--- config.mk ---
export PLATFORM = sky130hd
export DESIGN_NAME = bus_arbiter
export DESIGN_NICKNAME = d
export VERILOG_FILES = /design/src/rtl/bus_arbiter.sv
export SDC_FILE = /design/constraint.sdc
export NUM_CORES = 1
export LEC_CHECK = 0
export ABC_AREA = 1
export CORE_UTILIZATION = 35
export DETAILED_ROUTE_END_ITERATION = 12
export SYNTH_ARGS = -nofsm -noshare
export SYNTH_HDL_FRONTEND = slang
export SYNTH_SLANG_ARGS = --single-unit
--- constraint.sdc ---
create_clock -name clk -period 1.5 [get_ports clk]
set_input_delay 0.225 -clock clk [delete_from_list [all_inputs] [get_ports clk]]
set_output_delay 0.225 -clock clk [all_outputs]
set_load 0.01 [all_outputs]
--- src/rtl/bus_arbiter.sv ---
// Four-master bus arbiter with active-low requests/grants, rotating search
// order starting after the current owner, and a hold limit for fairness.
//
// Ports:
//   clk                 : clock, all state updates on rising edge
//   reset               : asynchronous reset, active-high
//   m0_req_ .. m3_req_  : bus requests from masters 0..3, active-low
//   m0_grnt_ .. m3_grnt_: registered bus grants to masters 0..3, active-low
//   owner               : registered index of the master holding the bus
//   hold_cnt            : registered count of consecutive owner-request cycles
module bus_arbiter #(
    parameter int unsigned HOLD_LIMIT = 16
) (
    input  logic       clk,
    input  logic       reset,
    input  logic       m0_req_,
    input  logic       m1_req_,
    input  logic       m2_req_,
    input  logic       m3_req_,
    output logic       m0_grnt_,
    output logic       m1_grnt_,
    output logic       m2_grnt_,
    output logic       m3_grnt_,
    output logic [1:0] owner,
    output logic [7:0] hold_cnt
);

    localparam logic [7:0] HOLD_MAX = 8'(HOLD_LIMIT - 1);

    logic [3:0] req;
    logic [1:0] owner_q, owner_d;
    logic [7:0] hold_q, hold_d;
    logic [3:0] grnt_q, grnt_d;
    logic       found;
    logic [1:0] cand;
    logic       owner_req;

    // Active-high view of the requests, bit i = master i.
    assign req = ~{m3_req_, m2_req_, m1_req_, m0_req_};
    assign owner_req = req[owner_q];

    // First requesting master after the owner, wrapping modulo 4.
    always_comb begin
        found = 1'b0;
        cand  = owner_q;
        for (int k = 3; k >= 1; k--) begin
            if (req[owner_q + 2'(k)]) begin
                found = 1'b1;
                cand  = owner_q + 2'(k);
            end
        end
    end

    always_comb begin
        owner_d = owner_q;
        hold_d  = hold_q;
        if (!owner_req) begin
            // Owner released: hand over if anyone waits, else park.
            hold_d = 8'd0;
            if (found) begin
                owner_d = cand;
            end
        end else if (hold_q == HOLD_MAX && found) begin
            // Owner used up its turn while someone else waits.
            owner_d = cand;
            hold_d  = 8'd0;
        end else if (hold_q != HOLD_MAX) begin
            hold_d = hold_q + 8'd1;
        end
    end

    // Grants are decoded from the next owner and registered, so the
    // outputs never see a combinational path from the requests.
    assign grnt_d = ~(4'b0001 << owner_d);

    always_ff @(posedge clk or posedge reset) begin
        if (reset) begin
            owner_q <= 2'd0;
            hold_q  <= 8'd0;
            grnt_q  <= 4'b1110;
        end else begin
            owner_q <= owner_d;
            hold_q  <= hold_d;
            grnt_q  <= grnt_d;
        end
    end

    assign owner    = owner_q;
    assign hold_cnt = hold_q;
    assign m0_grnt_ = grnt_q[0];
    assign m1_grnt_ = grnt_q[1];
    assign m2_grnt_ = grnt_q[2];
    assign m3_grnt_ = grnt_q[3];

endmodule
## After elaboration in Yosys (flattened, before gate mapping)

Index checks and enable logic that the tools add are counted.

- Logic and storage cells: 38
- Bits of input ports: 6
- Bits in registers: 14
- Output and inout port bits: 14

- Reduce and logical (&&, ||, !) cells: 1
- Order comparisons: 4
- Shifts and indexed selects: 1
- Muxes and demuxes: 20
- Bitwise operators: 2
- Equal/unequal tests: 3
- Add/sub/neg operators: 4

Operator list:

| cell | number |
|---|---|
| 8-bit 2-to-1 mux | 3 |
| 2-bit by 3-bit less-than comparator with 1-bit output (second input constant) | 4 |
| 2-bit 2-to-1 mux | 6 |
| 8-bit by 1-bit adder with 8-bit output (second input constant) | 1 |
| 1-bit binary-select mux with 2-bit select | 4 |
| 8-bit by 4-bit equality test with 1-bit output (second input constant) | 1 |
| 8-bit by 4-bit != test with 1-bit output (second input constant) | 1 |
| 4-bit inverter | 2 |
| 1-bit 2-to-1 mux | 7 |
| 2-bit adder (second input constant) | 2 |
| 1-bit by 2-bit left shift with 4-bit output (first input constant) | 1 |
| 3-bit by 1-bit != test with 1-bit output (second input constant) | 1 |
| 2-bit by 1-bit adder with 2-bit output (second input constant) | 1 |
| 1-bit logical AND | 1 |

## Depth between registers and ports, before layout

- Depth after elaboration: 11
- Gate-level depth with buffers: 13
- Gate-level depth less buffers: 13

## Worst setup path before layout

OpenSTA, ideal clock, no wires.

- Path type: register to register
- From: register hold_q[0] (netlist: hold_cnt[0])
- To: register grnt_q[0]
- Arrival time: 1.422 ns
- Buffers on the path: 0
- Required time: 1.374 ns
- Path slack: -0.049 ns
- Cell stages (with the launch flop): 11
- Clock period less this slack: 1.549 ns
- Setup time: 0.126 ns
- Cells stage by stage: dfrtp_1 -> ha_1 -> nand3_1 -> nor2_4 -> nand2_4 -> nand2_2 -> nand2_1 -> nand2_1 -> nand2_2 -> inv_2 -> nand3_1

- Longest elaborated chain between the ends: 6

Ends and longest elaborated chain:

| item | RTL line | text |
|---|---|---|
| from (decl) | 32 | `logic [7:0] hold_q, hold_d;` |
| from (signal assigned) | 83 | `hold_q <= hold_d;` |
| 8-bit by 4-bit equality test with 1-bit output | 63 | `end else if (hold_q == HOLD_MAX && found) begin` |
| 1-bit logical AND | 63 |  |
| 2-bit 2-to-1 mux | 63 |  |
| 2-bit 2-to-1 mux | 57 | `if (!owner_req) begin` |
| named net owner_d[0] | 31 | `logic [1:0] owner_q, owner_d;` |
| 1-bit by 2-bit left shift with 4-bit output | 74 | `assign grnt_d = ~(4'b0001 << owner_d);` |
| 4-bit inverter | 74 |  |
| named net grnt_d[0] | 33 | `logic [3:0] grnt_q, grnt_d;` |
| to (signal assigned) | 84 | `grnt_q <= grnt_d;` |
| to (decl) | 33 |  |

The timed path passes the listed nets, and every way through them passes these cells.
A chain may end at the register's enable or synchronous reset.

## Final worst setup path

- From: register owner_q[0] (netlist: owner[0])
- To: register owner_q[0] (netlist: owner[0])

- Longest elaborated chain between the ends: 9
- Elaborated cells on any way between the ends: 21
- Those cells by class: add/sub (3); mux (17); reduce/logical (1)

Ends and longest elaborated chain:

| item | RTL line | text |
|---|---|---|
| from (decl) | 31 |  |
| from (signal assigned) | 82 | `owner_q <= owner_d;` |
| 2-bit adder | 47, 49 |  |
| 1-bit binary-select mux with 2-bit select | 47 | `if (req[owner_q + 2'(k)]) begin` |
| 1-bit 2-to-1 mux (implied by the code) | 47 |  |
| 1-bit 2-to-1 mux (3 in a row) | 47 |  |
| 1-bit logical AND | 63 |  |
| 2-bit 2-to-1 mux | 63 |  |
| 2-bit 2-to-1 mux * | 57 |  |
| named net owner_d[0] | 31 |  |

Mark *: on every way through the listed nets, which the timed path passes. The rest lies on a longest branch. The select of a mux whose other input is x is not followed.

==> key figures <==
Flow run
  – Max-cap check violation count: 0

Final layout
  – P&R area growth vs syn: 58.5%
  – Layout cell share with drive strength beyond 1: approximately 43%
  – Fin nets: 165
  – Inserted Diodes: 0
  – Finished Layout Cells: 185

Global route
  – Number of global-route vias before repair: between 700 and 800
  – Total grt overflow: 0
  – Initial antenna violation count: 0
  – Global-route wire length before repair: 3150 µm
  – GRT Total Usage: 16.4%
  – Largest net degree at the start of global routing: 15

STA
  – Final setup margin: -0.0317 ns
  – Worst hold slack: 0.288 ns
  – Tmin final: 1.53 ns
  – Fin Setup TNS: -0.123 ns
  – Endpoints failing hold: 0
  – Slew headroom: 62.5%
  – Setup repair after global routing missed its margin: true
  – Max Freq: between 0.6 and 0.7 GHz
  – Finish-stage setup viols: 5
  – Worst-Margin Slew: 0.561 ns
  – Clk_skew: 0.00708 ns
  – Pins Over Slew Limit: 0
  – Tcrit/Tclk final: 102%

Synthesis
  – Area contributors post-synth: dfrtp_1 33%, nand2_1 14%, dfstp_2 9.3%, nand2_2 8.2%, nand3_1 6.5%
  – Cells after Synth: 112
  – Post-synth cell types: 24
  – Synthesized cell area: 843 µm²
  – Seq cells post-synth: 14
  – Syn. warnings: 0
  – Post-synth top area share: 32.6%
  – Most numerous cell in the Yosys netlist: nand2_1
  – Syn avg cell area: 7.53 µm²
  – Syn_nets: around 120
  – Ys flop type: dfrtp_1
  – Synth area leader: dfrtp_1
  – Post-synthesis sequential area ratio: around two fifths
  – Most frequent cells after synthesis: 32 x nand2_1, 11 x dfrtp_1, 11 x nand2_2, 11 x nand3_1, 10 x nor2_1
  – EDFF count, synth: 0
  – Ys async rst share: 100%

Worst setup path
  – Max FO, Critical Path: 8
  – RR Startpoint: owner[0]
  – CP bufs+invs: 2
  – CP cell instances: inv_4 -> nand2_2 -> nand2_4 -> nand2_2 -> nand2_2 -> nand2_2 -> nand2_4 -> nand2_4 -> nand2_1 -> nand2_1 -> nand2_2 -> buf_4
  – Reg2Reg Depth: 12
  – Critical Path End Type: register
  – Delay of the slowest critical-path stage: around 0.48 ns
  – Worst EP required: 1.72 ns
  – Crit path launch type: register
  – Slowest CP cell: dfrtp_2
  – Worst r2r dst: owner[0]
  – Worst R2R Setup Slack: -0.03 ns
  – Worst path most repeated cell: nand2_2
  – Worst setup path class: register to register
  – Worst EP arrival: ~1.8 ns
  – Critical path's top delay family: simple AND/OR/NAND/NOR gates

Routing
  – Routed vias/inst: roughly 4.8
  – Final ANT Viol Nets: 0
  – DRC violation total after the first TritonRoute iteration: 10
  – # DRC: 0
  – Routed met3 length: ~64 µm
  – Via Count: 880
  – First drt pass iteration count: 4
  – Final wirelength: 2020 µm
  – Met2 wire length: 1020 µm
  – Top sig layer: met4
  – Routed length on met1: 912 µm
  – Routed len/inst: 10.9 µm

Floorplan
  – Die Area: 2610 µm²
  – Initial Util: 37.8%
  – Row Count: 17
  – Total core area: approximately 2200 µm²
  – Chip height: 51.1 µm
  – I/O pins: 20
  – Die Width: just over 50 µm

Clock tree
  – CTS Root Cell: clkbuf_4
  – Hold_buf cts: 0
  – Worst-case clock buffer depth: 2
  – Worst-path clk slew: 0.09 ns
  – CTS Sinks: 14
  – Worst-skew pair later-pin latency: 0.28 ns
  – Clock buffers created by TritonCTS: 3
  – H-tree depth: 1
  – Clock tree from TritonCTS: built

Placed design
  – Detailed placement HPWL: 1440 µm
  – Post-Place Cells: roughly 170
  – Routability cong.: 0.797
  – Port bufs: 19

Pwr
  – Peak VDD IR: 1.27 mV
  – Leak pwr: ~0.7 nW
  – Pwr/cell area: 1910 nW/µm²

Hold path
  – HP Class: primary input to asynchronous set/reset pin

Run status
  – Status: complete, but fails checks
  – Failing checks: setup timing
-- registers in the layout (all words and copies together), names as in the netlist --
name	cells
grnt_q	4
hold_cnt	8
owner	2
-- per-stage QoR --
stage | power [mW] | utilization (%) | instance area (µm²) | worst slack, ns
global route | 2.74 | 59.8 | 1340 | -0.115
global placement | 2.01 | 51.5 | 1150 | -0.112
finish | 2.55 | 59.8 | 1340 | -0.0317
CTS | 2.29 | 54.6 | 1220 | 0.00198
floorplan | 1.47 | - | 850 | 0.0319
detailed placement | 2.03 | 51.5 | 1150 | -0.153
-- how the worst max path moves through the flow --
stage | start | endpoint | slack, ns | cells after the start
final | owner[0] | owner[0] | -0.03 | 12
after global routing | owner[0] | grnt_q[2] | -0.11 | 10
after CTS | hold_cnt[0] | grnt_q[0] | 0.002 | 10
after detailed placement | m0_req_ | grnt_q[0] | -0.15 | 12
after global placement | m1_req_ | grnt_q[0] | -0.11 | 12
after floorplan | hold_cnt[1] | grnt_q[0] | 0.03 | 10
-- cell usage in the layout (no fill, tap or decap), drive strengths merged --
| cell type | count |
|---|---|
| dfrtp | 11 |
| nor2 | 12 |
| dfstp | 3 |
| a21oi | 3 |
| dlymetal6s2s | 1 |
| o211a | 1 |
| clkbuf | 4 |
| nand4 | 1 |
| inv | 15 |
| xnor2 | 1 |
| buf | 22 |
| o211ai | 1 |
| o21ai | 4 |
| o31ai | 1 |
| nand2 | 44 |
| nand3 | 12 |
| dlygate4sd2 | 7 |
| xor2 | 2 |
| ha | 1 |
| clkdlybuf4s50 | 11 |
-- metal layers --
layer | GRT usage [%] | up-vias
met4 | 6.94 | 0
met3 | 2.68 | 4
met2 | 26.5 | 17
met5 | 0 | -
li1 | - | 445
met1 | 21.3 | 414
-- layout make-up --
type,instances,area (µm²)
fill,218,897
multi-input combinational,83,500
sequential,14,357
timing repair buffer,41,349
inverter,15,58.8
clock buffer,4,36.3
tap,28,35.0
-- power by group --
group | total (mW) | switching [mW] | internal, mW | leakage [nW]
combinational | 1.68 | 0.953 | 0.730 | 0.490
sequential | 0.591 | 0.0790 | 0.512 | 0.174
clock | 0.271 | 0.124 | 0.148 | 0.0210
-- cells by family after synthesis --
family / Yosys count / synth area share [%]
fa+ha+maj: 1 / 1.48
buf+inv: 15 / 6.68
compound gates: 10 / 8.01
flops: 14 / 42.0
xor+xnor: 3 / 3.12
simple gates: 69 / 38.7
-- what timing repair did --
| item | CTS | global route |
|---|---|---|
| pin swaps | 1 | 11 |
| gates resized for setup | 9 | 20 |
| setup endpoints to repair | 14 | 15 |
| buffers inserted | 5 | 7 |
(Power assumes the default switching activity.)
